File: src/rtl/alu_pipe.sv
// alu_pipe: registered WIDTH-bit ALU with valid/ready handshake and shift-add multiply (ALU_SATURATE_EN enables saturating add/sub/inc/dec)
module alu_pipe #(
    parameter int WIDTH = 12
) (
    input  logic             clk,
    input  logic             rst_n,
    input  logic             in_valid,
    output logic             in_ready,
    input  logic [WIDTH-1:0] a,
    input  logic [WIDTH-1:0] b,
    input  logic [3:0]       sel,
    output logic             out_valid,
    input  logic             out_ready,
    output logic [WIDTH-1:0] result,
    output logic             agrtb,
    output logic             altb,
    output logic             aeqb,
    output logic             carry,
    output logic             zero,
    output logic             ovf
);
    localparam int SHW = $clog2(WIDTH);

    typedef enum logic {IDLE, MUL} state_t;

    state_t             state;
    logic [2*WIDTH-1:0] acc, mcand, acc_n;
    logic [WIDTH-1:0]   mplier, op2, ar, r_c, rol;
    logic [WIDTH:0]     s, shl_e, shr_e, sra_e;
    logic [SHW-1:0]     cnt, sh, rot;
    logic               is_sub, arith, ovf_c, c_c, v_c, accept;

    assign in_ready = (state == IDLE) && (!out_valid || out_ready);
    assign accept   = in_valid && in_ready;
    assign acc_n    = acc + (mplier[0] ? mcand : '0);

    // single-cycle datapath: result, carry and overflow for opcodes 0-14
    always_comb begin
        sh     = b[SHW-1:0];
        rot    = SHW'(int'(sh) % WIDTH);
        shl_e  = {1'b0, a} << sh;
        shr_e  = {a, 1'b0} >> sh;
        sra_e  = $signed({a, 1'b0}) >>> sh;
        rol    = (a << rot) | (a >> (WIDTH - int'(rot)));
        is_sub = (sel == 4'd1) || (sel == 4'd14);
        arith  = (sel == 4'd0) || (sel == 4'd1) || (sel == 4'd13) || (sel == 4'd14);
        op2    = (sel == 4'd13 || sel == 4'd14) ? WIDTH'(1) : b;
        s      = is_sub ? {1'b0, a} - {1'b0, op2} : {1'b0, a} + {1'b0, op2};
        ovf_c  = (is_sub ? (a[WIDTH-1] != op2[WIDTH-1]) : (a[WIDTH-1] == op2[WIDTH-1]))
                 && (s[WIDTH-1] != a[WIDTH-1]);
`ifdef ALU_SATURATE_EN
        ar     = ovf_c ? {a[WIDTH-1], {(WIDTH-1){~a[WIDTH-1]}}} : s[WIDTH-1:0];
`else
        ar     = s[WIDTH-1:0];
`endif
        v_c    = arith ? ovf_c : 1'b0;
        r_c    = '0;
        c_c    = 1'b0;
        case (sel)
            4'd0, 4'd1, 4'd13, 4'd14: begin r_c = ar; c_c = s[WIDTH]; end
            4'd2:    r_c = a & b;
            4'd3:    r_c = a | b;
            4'd4:    r_c = a ^ b;
            4'd5:    r_c = ~(a & b);
            4'd6:    r_c = ~(a | b);
            4'd7:    r_c = ~(a ^ b);
            4'd8:    r_c = ~a;
            4'd9:    begin r_c = shl_e[WIDTH-1:0]; c_c = shl_e[WIDTH]; end
            4'd10:   begin r_c = shr_e[WIDTH:1]; c_c = shr_e[0]; end
            4'd11:   begin r_c = sra_e[WIDTH:1]; c_c = sra_e[0]; end
            4'd12:   r_c = rol;
            default: r_c = '0;
        endcase
    end

    // control, output registers and the shift-add multiplier
    always_ff @(posedge clk) begin
        if (!rst_n) begin
            state     <= IDLE;
            out_valid <= 1'b0;
            result    <= '0;
            {agrtb, altb, aeqb, carry, zero, ovf} <= '0;
            acc       <= '0;
            mcand     <= '0;
            mplier    <= '0;
            cnt       <= '0;
        end else begin
            if (out_ready) out_valid <= 1'b0;
            if (state == IDLE) begin
                if (accept) begin
                    agrtb <= a > b;
                    altb  <= a < b;
                    aeqb  <= a == b;
                    if (sel == 4'd15) begin
                        state  <= MUL;
                        mcand  <= {{WIDTH{1'b0}}, a};
                        mplier <= b;
                        acc    <= '0;
                        cnt    <= '0;
                    end else begin
                        result    <= r_c;
                        carry     <= c_c;
                        ovf       <= v_c;
                        zero      <= r_c == '0;
                        out_valid <= 1'b1;
                    end
                end
            end else begin
                acc    <= acc_n;
                mcand  <= mcand << 1;
                mplier <= mplier >> 1;
                cnt    <= cnt + 1'b1;
                if (cnt == SHW'(WIDTH - 1)) begin
                    result    <= acc_n[WIDTH-1:0];
                    carry     <= |acc_n[2*WIDTH-1:WIDTH];
                    zero      <= acc_n[WIDTH-1:0] == '0;
                    ovf       <= 1'b0;
                    out_valid <= 1'b1;
                    state     <= IDLE;
                end
            end
        end
    end
endmodule

File: config.mk
export PLATFORM = sky130hd
export DESIGN_NAME = alu_pipe
export DESIGN_NICKNAME = d
export VERILOG_FILES = /design/src/rtl/alu_pipe.sv
export SDC_FILE = /design/constraint.sdc
export NUM_CORES = 1
export LEC_CHECK = 0
export CORE_AREA = 2 2 140 142
export CTS_CLUSTER_DIAMETER = 60
export CTS_CLUSTER_SIZE = 16
export DETAILED_ROUTE_END_ITERATION = 8
export DIE_AREA = 0 0 142 144
export HOLD_SLACK_MARGIN = 0.03
export PLACE_DENSITY = 0.68
export SLEW_MARGIN = 25
export SYNTH_ARGS = -nofsm -noshare
export SYNTH_HDL_FRONTEND = slang
export SYNTH_SLANG_ARGS = --single-unit
export TNS_END_PERCENT = 10
File: constraint.sdc
create_clock -name clk -period 6 [get_ports clk]
set_input_delay 0.6 -clock clk [delete_from_list [all_inputs] [get_ports clk]]
set_output_delay 0.6 -clock clk [all_outputs]
set_load 0.01 [all_outputs]
==> run metrics <==
critical path required time=6.28 ns; Initial Util=48.9%; pin count of the biggest net entering global routing=between 70 and 80; Placer Congestion=about 1.0; H-tree levels=3; GRT Total Usage=~33%; CP Launch Point=sel[3]; Final Max Tran Viols=0; FILL cells=between 1500 and 2000; die height=between 100 and 150 um; clk_skew=0.0114 ns; Clock transition at path regs=approximately 0.060 ns; Cell variety after synth=75; top_reg_cell synth=dfxtp_1; Routed WL=34200 um; fin cells=~1500; Crit Path Category=input port to register; first-iteration detailed-routing DRC count=~1100; fin nets=between 1000 and 1500; Congestion Overflow GR=0; DRC Markers=0; Warnings, synthesis=0; busiest layer in global routing=met2; CP Max Fanout=24; Die W=around 140 um; Yosys top cell by area=dfxtp_1; pwr dens=roughly 170 nW/um2; Cells after Synth=~1300; synthesis-to-layout area growth=9.60%; # diodes=0; met3 Usage GRT=under 10%; Antenna Nets Post-Route=0; 1st-pass router iterations=6; die area=approximately 20000 um2; Vias=around 10000; met1 usage=46.1%; number of synthesized flops with an enable pin=0; Syn Area/Cell=approximately 7.1 um2; commonest cells after routing, fill and taps aside=178 x nand2_1, 152 x a21oi_1, 119 x nor2_1; CP Capture Type=register; worst slew pin tran=about 1.1 ns; maximum operating frequency=approximately 0.22 GHz; buffer levels on the longest clock path=2; antenna violations before repair=0; min Tclk post-route=~4.5 ns; CTS-repair resized insts=0; routed len/inst=~22 um; share of layout cells above drive strength 1=under 10%; status=finished, final reports clean; CTS tree=done; Critical Path Source Type=input port; Critical Path AT=~4.8 ns; clock root buffer=clkbuf_16; RSZ-0062 raised after global routing=false; first-pass GRT wire length=approximately 53000 um; sequential element share of the synthesized area=a little under a fifth; Rows=approximately 50; TNS Setup=0 ns; worst reg2reg startpoint=mplier[0]; cts hold-fix bufs=0; met2 usage=between 50% and 60%; PortBufs=between 50 and 60; FF+latch count, synth=between 80 and 90; mapped cell area=9330 um2; Hold Violations, Final=0; CTS Sinks=between 80 and 90; commonest non-fill, non-tap cell in the layout=nand2_1; core area=19100 um2; maximum vdd drop=about 0.14 mV; type of the worst min-delay path=register to register; DR vias/cell=around 6.6; HPWL after DPL=about 24000 um; CTS Buf Count=9; Leakage=4.10 nW; max_cap viols=0; relative slew slack=25.3%; post-synth top area share=18.0%; Worst-Skew Late Latency=between 0.3 and 0.4 ns; Post-CTS Setup Bufs=0; startpoint of the worst hold path=result[2]; ranking of synthesized cells by area=dfxtp_1 18%, ha_1 9.9%, a21oi_1 8.2%, nand2_1 7.2%, mux2i_1 5.0%; vias in the first global route=between 9000 and 10000; final count of negative-setup-slack endpoints=0; IO Count=52; Async S/R FF share, synth=0%; post-synthesis net count=between 1000 and 1500; fin crit share=~76%; Cells after DPL=about 1500
==> through the flow <==
stage | setup slack [ns] | hold WS, ns | util (%) | cell area [um2] | power [mW]
2_1_floorplan | 1.66 | 0.435 | - | 9330 | 0.966
3_3_place_gp | 1.25 | 0.439 | 51.9 | 9900 | 1.15
3_5_place_dp | 1.20 | 0.449 | 51.9 | 9910 | 1.16
4_1_cts | 1.53 | 0.459 | 53.6 | 10200 | 1.76
5_1_grt | 1.14 | 0.478 | 53.6 | 10200 | 1.84
6_report | 1.45 | 0.452 | 53.6 | 10200 | 1.77
==> logic make-up (layout without fill, tap and decap cells) <==
logic type	after synthesis	count (layout)	synth area share [%]
buf+inv	141	129	5.86
xor+xnor	37	37	3.47
simple gates	485	485	24.5
flops	84	84	18.0
mux	69	69	9.02
compound gates	418	418	28.7
fa+ha+maj	76	76	10.3
==> path summary, 6_finish.rpt <==
| check | endpoint | slack, ns | cells past startpoint |
|---|---|---|---|
| worst max-delay path | zero | 1.45 | 15 |
| worst min-delay path | result[2] | 0.45 | 2 |
| worst max register to register | carry | 2.03 | 11 |
| worst min register to register | result[2] | 0.45 | 2 |
==> registers in the layout, summed over array words and instances, names as in the netlist <==
| register | flops |
|---|---|
| ovf | 1 |
| carry | 1 |
| acc | 24 |
| state | 1 |
| out_valid | 1 |
| mcand | 24 |
| mplier | 12 |
| zero | 1 |
| agrtb | 1 |
| result | 12 |
| altb | 1 |
| cnt | 4 |
| aeqb | 1 |
==> synthesized netlist by cell type, types with 10 or more instances <==
library cell	instances
nand2_1	178
a21oi_1	152
nor2_1	119
dfxtp_1	84
clkbuf_1	80
ha_1	74
o21ai_0	64
mux2i_1	47
nand3_1	45
inv_1	38
and2_1	28
nand2b_1	23
o211ai_1	21
xnor2_1	19
xor2_1	18
buf_1	16
nor3_1	16
a31oi_1	15
nor2b_1	15
a22oi_1	14
a211oi_1	13
a21o_1	12
a311oi_1	12
and3_1	11
mux2_2	11
mux4_2	11
o22ai_1	11
o21a_1	10
o31ai_1	10
==> worst max-delay path: stages <==
cell,delay (ns)
clkdlybuf4s50_1,0.69
buf_4,0.36
nor2b_1,0.52
a31oi_1,0.16
and3_1,0.24
inv_1,0.06
ha_1,0.21
nor2b_1,0.15
o2111ai_1,0.19
nand4b_1,0.21
xor2_1,0.19
a2111o_1,0.42
or4_1,0.52
nor2_1,0.12
a32o_1,0.16
==> area by class of cell <==
cell class,count,area (um2),share of cell area (%)
multi-input combinational,1085,7120,69.6
sequential,84,1690,16.5
timing repair buffer,72,653,6.39
tap,238,298,2.91
clock buffer,12,246,2.41
inverter,41,154,1.50
clock inverter,4,73.8,0.722
==> metal layers <==
| metal | part of all wire [%] | up-vias |
|---|---|---|
| met3 | 9.6 | 118 |
| li1 | - | 4738 |
| met4 | 4.9 | 0 |
| met5 | 0 | - |
| met2 | 43 | 572 |
| met1 | 43 | 4661 |
==> report_power, final <==
part	switching, mW	leakage [nW]	total, mW	internal, mW
clock	0.227	0.157	0.604	0.377
sequential	0.00985	0.681	0.581	0.571
combinational	0.363	3.27	0.582	0.219
total	0.600	4.10	1.77	1.17
Note: power is estimated with default switching activity, not from simulation.
